--- src/rtl/router32_pkg.sv ---
// router32_pkg: shared lane widths, port index and FIFO entry types for the router32 transmit injector.
package router32_pkg;
  localparam int ADDR_WIDTH = 32;
  localparam int DATA_WIDTH = 32;
  localparam int NUM_PORTS = 4;
  typedef logic [$clog2(NUM_PORTS)-1:0] port_t;
  typedef struct packed {
    logic [ADDR_WIDTH-1:0] addr;
    logic [DATA_WIDTH-1:0] data;
  } entry_t;
endpackage

--- src/rtl/router32_tx_fifo.sv ---
// router32_tx_fifo: single-lane synchronous FIFO with wrapping pointers and a separate occupancy counter.
module router32_tx_fifo #(
  parameter int WIDTH = 64,
  parameter int DEPTH = 4,
  localparam int AW = $clog2(DEPTH),
  localparam int CW = $clog2(DEPTH + 1)
)(
  input  logic             clk,
  input  logic             reset,
  input  logic             push,
  input  logic             pop,
  input  logic [WIDTH-1:0] din,
  output logic [WIDTH-1:0] dout,
  output logic             full,
  output logic             empty,
  output logic [CW-1:0]    count
);
  logic [WIDTH-1:0] mem [DEPTH];
  logic [AW-1:0] wr_ptr, rd_ptr;
  assign dout = mem[rd_ptr];
  assign full = count == CW'(DEPTH);
  assign empty = count == '0;
  // storage needs no reset: only entries counted by occupancy are ever read
  always_ff @(posedge clk)
    if (push) mem[wr_ptr] <= din;
  // pointers wrap naturally; occupancy holds when push and pop coincide
  always_ff @(posedge clk or posedge reset)
    if (reset) begin
      wr_ptr <= '0;
      rd_ptr <= '0;
      count <= '0;
    end else begin
      if (push) wr_ptr <= wr_ptr + AW'(1);
      if (pop) rd_ptr <= rd_ptr + AW'(1);
      if (push && !pop) count <= count + CW'(1);
      else if (pop && !push) count <= count - CW'(1);
    end
endmodule

--- src/rtl/router32_tx.sv ---
// router32_tx: host-to-lane demux with per-lane FIFOs and registered tx buses; ROUTER32_TX_STATS_EN adds saturating tx_count.
module router32_tx
  import router32_pkg::*;
#(
  parameter int ADDR_WIDTH = router32_pkg::ADDR_WIDTH,
  parameter int DATA_WIDTH = router32_pkg::DATA_WIDTH,
  parameter int NUM_PORTS = router32_pkg::NUM_PORTS,
  parameter int FIFO_DEPTH = 4,
  localparam int PW = (NUM_PORTS > 1) ? $clog2(NUM_PORTS) : 1
)(
  input  logic                            clk,
  input  logic                            reset,
  input  logic                            host_valid,
  output logic                            host_ready,
  input  logic [PW-1:0]                   host_port,
  input  logic [ADDR_WIDTH-1:0]           host_addr,
  input  logic [DATA_WIDTH-1:0]           host_data,
  input  logic [NUM_PORTS-1:0]            port_stall,
  output logic [NUM_PORTS*ADDR_WIDTH-1:0] tx_addr,
  output logic [NUM_PORTS*DATA_WIDTH-1:0] tx_data,
  output logic [NUM_PORTS-1:0]            tx_valid,
  output logic [NUM_PORTS-1:0]            fifo_full,
  output logic                            idle
`ifdef ROUTER32_TX_STATS_EN
  ,output logic [NUM_PORTS*16-1:0]        tx_count
`endif
);
  localparam int EW = ADDR_WIDTH + DATA_WIDTH;
  localparam int CW = $clog2(FIFO_DEPTH + 1);
  logic [NUM_PORTS-1:0] push, pop, empty;
  logic port_ok;
  assign port_ok = 32'(host_port) < NUM_PORTS;
  assign host_ready = !port_ok || !fifo_full[host_port];
  assign idle = &empty && !(|tx_valid);
  for (genvar p = 0; p < NUM_PORTS; p++) begin : g_lane
    logic [EW-1:0] head;
    logic [CW-1:0] occ;
    logic v_q;
    logic [ADDR_WIDTH-1:0] a_q;
    logic [DATA_WIDTH-1:0] d_q;
    assign push[p] = host_valid && host_ready && port_ok && host_port == PW'(p);
    assign pop[p] = occ != '0 && !port_stall[p];
    router32_tx_fifo #(.WIDTH(EW), .DEPTH(FIFO_DEPTH)) u_fifo (
      .clk(clk),
      .reset(reset),
      .push(push[p]),
      .pop(pop[p]),
      .din({host_addr, host_data}),
      .dout(head),
      .full(fifo_full[p]),
      .empty(empty[p]),
      .count(occ)
    );
    // head entry moves into the lane bus on pop; bus holds its value otherwise
    always_ff @(posedge clk or posedge reset)
      if (reset) begin
        v_q <= 1'b0;
        a_q <= '0;
        d_q <= '0;
      end else begin
        v_q <= pop[p];
        if (pop[p]) {a_q, d_q} <= head;
      end
    assign tx_valid[p] = v_q;
    assign tx_addr[p*ADDR_WIDTH +: ADDR_WIDTH] = a_q;
    assign tx_data[p*DATA_WIDTH +: DATA_WIDTH] = d_q;
`ifdef ROUTER32_TX_STATS_EN
    logic [15:0] cnt_q;
    // counts every strobe issued on this lane, sticking at all-ones
    always_ff @(posedge clk or posedge reset)
      if (reset) cnt_q <= '0;
      else if (pop[p] && cnt_q != 16'hFFFF) cnt_q <= cnt_q + 16'd1;
    assign tx_count[p*16 +: 16] = cnt_q;
`endif
  end
endmodule

--- config.mk ---
export PLATFORM = sky130hd
export DESIGN_NAME = router32_tx
export DESIGN_NICKNAME = d
export VERILOG_FILES = /design/src/rtl/router32_pkg.sv /design/src/rtl/router32_tx_fifo.sv /design/src/rtl/router32_tx.sv
export SDC_FILE = /design/constraint.sdc
export NUM_CORES = 1
export LEC_CHECK = 0
export BUFFER_PORTS_ARGS = -buffer_cell sky130_fd_sc_hd__buf_2
export CAP_MARGIN = 40
export CELL_PAD_IN_SITES_DETAIL_PLACEMENT = 0
export CELL_PAD_IN_SITES_GLOBAL_PLACEMENT = 1
export CORE_UTILIZATION = 28
export DETAILED_ROUTE_END_ITERATION = 6
export PLACE_DENSITY = 0.5
export REMOVE_ABC_BUFFERS = 1
export SYNTH_ARGS = -nofsm -noshare
export SYNTH_HDL_FRONTEND = slang
export SYNTH_SLANG_ARGS = --single-unit
--- constraint.sdc ---
create_clock -name clk -period 10.8 [get_ports clk]
set_input_delay 2.16 -clock clk [delete_from_list [all_inputs] [get_ports clk]]
set_output_delay 2.16 -clock clk [all_outputs]
set_load 0.02 [all_outputs]
==> flow_metrics.py <==
metrics = {
    "status": {
        "outcome": "completed",
    },
    "cts": {
        "post_cts_buffers": 0,
        "cts_hold_buf": 0,
        "ctsResizeCount": 0,
        "cts_buffer_depth": 3,
        "clock_sinks": 1312,
        "cts_tree": "built",
        "ctsHtreeMaxLevel": 4,
        "cts_root_buf": "clkbuf_16",
        "clk_pin_slew_ns": 0.05,
        "insertion_delay_ns": 0.78,
        "cts_made_buffers": 144,
    },
    "setup_path": {
        "worstPathMaxFanout": 5,
        "worstPathCellList": "buf_2, mux4_2, inv_1, buf_2",
        "crit_arrival_ns": 3.10,
        "r2r_cells": 5,
        "crit_end": "host_ready",
        "startpoint": "host_port[0]",
        "cp_common_cell": "buf_2",
        "cp_slowest_stage_delay_ns": 0.51,
        "r2r-start": "g_lane[3].u_fifo.count[2]$_DFFE_PP0P_",
        "rrSetupSlack_ns": 7.82,
        "crit_type": "in2out",
        "worstSetupStartpointType": "input pin",
        "slowest_stage": "mux4_2",
        "reg2reg_to": "g_lane[3].u_fifo.mem[1][31]$_DFFE_PP_",
        "crit_required_ns": 8.64,
        "worst_setup_path_end_kind": "output pin",
    },
    "logic_synthesis": {
        "synth_warnings": 0,
        "synth.avg_cell_area_um2": 23.7,
        "async_flop_share_pct": 22.0,
        "synth_cells": 2037,
        "synth_top_flop_cell": "edfxtp_1",
        "synth_largest_area_cell": "edfxtp_1",
        "ys_ff_latch": 1312,
        "synth.area.top_cells": "edfxtp_1 64%, dfrtp_1 15%, mux4_2 12%, mux2_2 6.1%, ha_1 0.52%",
        "synth_area_um2": 48200,
        "synth_most_common_cell": "edfxtp_1",
        "synth_top_area_share_pct": 63.8,
        "synth_edf_count": 1024,
        "yosysUniqueCellTypes": 26,
        "synth_seq_area_share_pct": 78.7,
        "synthTopCellsByCount": "1024 x edfxtp_1, 288 x dfrtp_1, 263 x mux2_2, 257 x mux4_2, 48 x buf_2",
    },
    "floorplan": {
        "rows": 151,
        "coreArea_um2": 170000,
        "start_util_pct": 28.3,
        "io_pins": 339,
        "die_w_um": 417,
        "die_y_um": 417,
        "dieArea_um2": 174000,
    },
    "drt": {
        "wl_per_cell_um": 26.4,
        "num_vias": 22000,
        "firstDrtPassIters": 5,
        "ant_nets": 0,
        "via_per_inst": 4.49,
        "drc_errors": 0,
        "wl_um": 129000,
        "drt_iter0_drc": 1654,
    },
    "power_and_ir_drop": {
        "p_per_area_nw_per_um2": 278,
        "power_frac_comb_pct": 26.5,
        "p_seq_share_pct": 43.6,
        "power_frac_clock_pct": 30.0,
        "switchingPower_w": 0.00511,
        "p_int_w": 0.0109,
        "max-vdd-ir-drop_mv": 0.122,
        "leakagePower_nw": 19.7,
        "p_sw_share_pct": 31.9,
    },
    "grt": {
        "grt_max_degree": 106,
        "grt_pass1_wl_um": 184000,
        "grt_usage_pct": 15.0,
        "antenna_found_initial": 14,
        "first_global_vias": 24400,
        "grt_remaining_overflow": 0,
    },
    "final_layout": {
        "area_growth_pct": 19.7,
        "n_fill_cell": 15900,
        "drive_above_1_share_pct": 44.1,
        "nets": 2573,
    },
    "timing": {
        "min_period_over_period_pct": 48.7,
        "skew_ns": 0.0311,
        "max_clock_freq_mhz": 190,
        "tightest_slew_ns": 0.853,
        "whs_ns": 0.499,
        "fin_crit_ns": 5.26,
        "slew_viol_final": 0,
        "rsz0062_at_grt": "no",
        "hold_viol": 0,
        "setup_viol": 0,
        "slew-limit-headroom_pct": 43.1,
        "setup_tns_ns": 0,
    },
    "flow_run": {
        "cap_violations": 0,
    },
    "place": {
        "gp_congestion": 0.697,
        "port_buffers": 338,
        "hpwl_um": 79800,
    },
    "worst_hold_path": {
        "whs_path_depth": 1,
        "hp-class": "reg2reg",
    },
}
==> cell type report <==
class                   instances  area, µm²  area share [%]
well taps                    2295       2870            4.97
clock inverters                75        694            1.20
inverters                      18       75.1           0.130
repair buffers                386       2480            4.30
diodes                          2       5.00         0.00867
multi-input cells             614       9680            16.8
clock buffers                 193       3950            6.84
flip-flops and latches       1312      38000            65.8
==> cell usage in the layout, fill, tap and decap left out, types with 3 or more instances in the layout <==
master	n
bufinv_16	6
mux2_2	263
inv_1	17
mux4_2	257
buf_12	4
dfrtp_4	8
fa_1	4
ha_1	20
dfrtp_1	280
buf_16	19
inv_6	6
xnor2_1	8
buf_4	25
nor2_1	5
clkinv_2	20
clkbuf_1	36
clkinv_16	3
xor2_1	16
buf_2	338
and2_4	16
clkbuf_16	147
clkinv_1	28
clkbuf_8	10
edfxtp_1	1024
inv_16	6
clkinvlp_4	5
nor3_2	5
nor3b_1	7
nor2_4	4
==> power by group through the flow <==
| stage | clock network (W) | logic (W) | registers, W |
|---|---|---|---|
| floorplan | 0 | 0.00198 | 0.00762 |
| global placement | 0 | 0.00412 | 0.00724 |
| detailed placement | 0 | 0.00439 | 0.00714 |
| CTS | 0.00495 | 0.00440 | 0.00704 |
| global route | 0.00513 | 0.00454 | 0.00712 |
| finish | 0.00480 | 0.00424 | 0.00698 |
==> metrics by stage <==
step / cells / setup WS (ns) / instance area [µm²] / power [W] / utilization, %
CTS: 4893 / 5.51 / 57700 / 0.0164 / 33.9
finish: 4895 / 5.54 / 57700 / 0.0160 / 33.9
global route: 4894 / 5.48 / 57700 / 0.0168 / 33.9
floorplan: 1944 / 0.691 / 47600 / 0.00960 / -
global placement: 4602 / 5.48 / 52500 / 0.0114 / 30.8
detailed placement: 4625 / 5.52 / 53100 / 0.0115 / 31.2
==> kinds of logic (layout without fill, tap and decap cells) <==
kind of cell / Yosys count / count (layout) / synth area share (%)
adder cells (fa/ha/maj): 24 / 24 / 0.685
other: 0 / 2 / 0
buffers and inverters: 111 / 672 / 1.37
multiplexers: 521 / 521 / 18.2
flip-flops: 1312 / 1312 / 78.7
AND/OR/NAND/NOR: 45 / 45 / 0.638
XOR/XNOR: 24 / 24 / 0.436
==> critical path, delay by kind of cell <==
| kind | cells | cell delay [ns] |
|---|---|---|
| multiplexers | 1 | 0.51 |
| buffers and inverters | 3 | 0.42 |
==> sequential cells by signal (all words and copies together), names as in the netlist <==
name                  flops
g_lane.u_fifo.wr_ptr      8
g_lane.u_fifo.mem      1024
g_lane.u_fifo.rd_ptr      8
g_lane.v_q                4
g_lane.a_q              128
g_lane.d_q              128
g_lane.u_fifo.count      12
==> worst min path at each step <==
| stage | from | endpoint | slack, ns |
|---|---|---|---|
| 2_1_floorplan | g_lane[1].u_fifo.count[2]$_DFFE_PP0P_ | g_lane[1].u_fifo.count[2]$_DFFE_PP0P_ | 0.47 |
| 3_3_place_gp | g_lane[2].u_fifo.count[2]$_DFFE_PP0P_ | g_lane[2].u_fifo.count[2]$_DFFE_PP0P_ | 0.49 |
| 3_5_place_dp | g_lane[1].d_q[4]$_DFFE_PP0P_ | g_lane[1].d_q[4]$_DFFE_PP0P_ | 0.49 |
| 4_1_cts | g_lane[2].d_q[14]$_DFFE_PP0P_ | g_lane[2].d_q[14]$_DFFE_PP0P_ | 0.50 |
| 5_1_grt | g_lane[3].a_q[23]$_DFFE_PP0P_ | g_lane[3].a_q[23]$_DFFE_PP0P_ | 0.52 |
| 6_report | g_lane[3].d_q[12]$_DFFE_PP0P_ | g_lane[3].d_q[12]$_DFFE_PP0P_ | 0.50 |
==> layer usage <==
metal  wire length (µm)  track usage, %  up-vias
met5                 77               0        -
li1                   -               -     9225
met1              53500            18.6    12100
met3               6390            3.82      179
met4               3290            4.31       14
met2              66200            25.8      465
No activity file was read; power rests on OpenSTA's default activity.
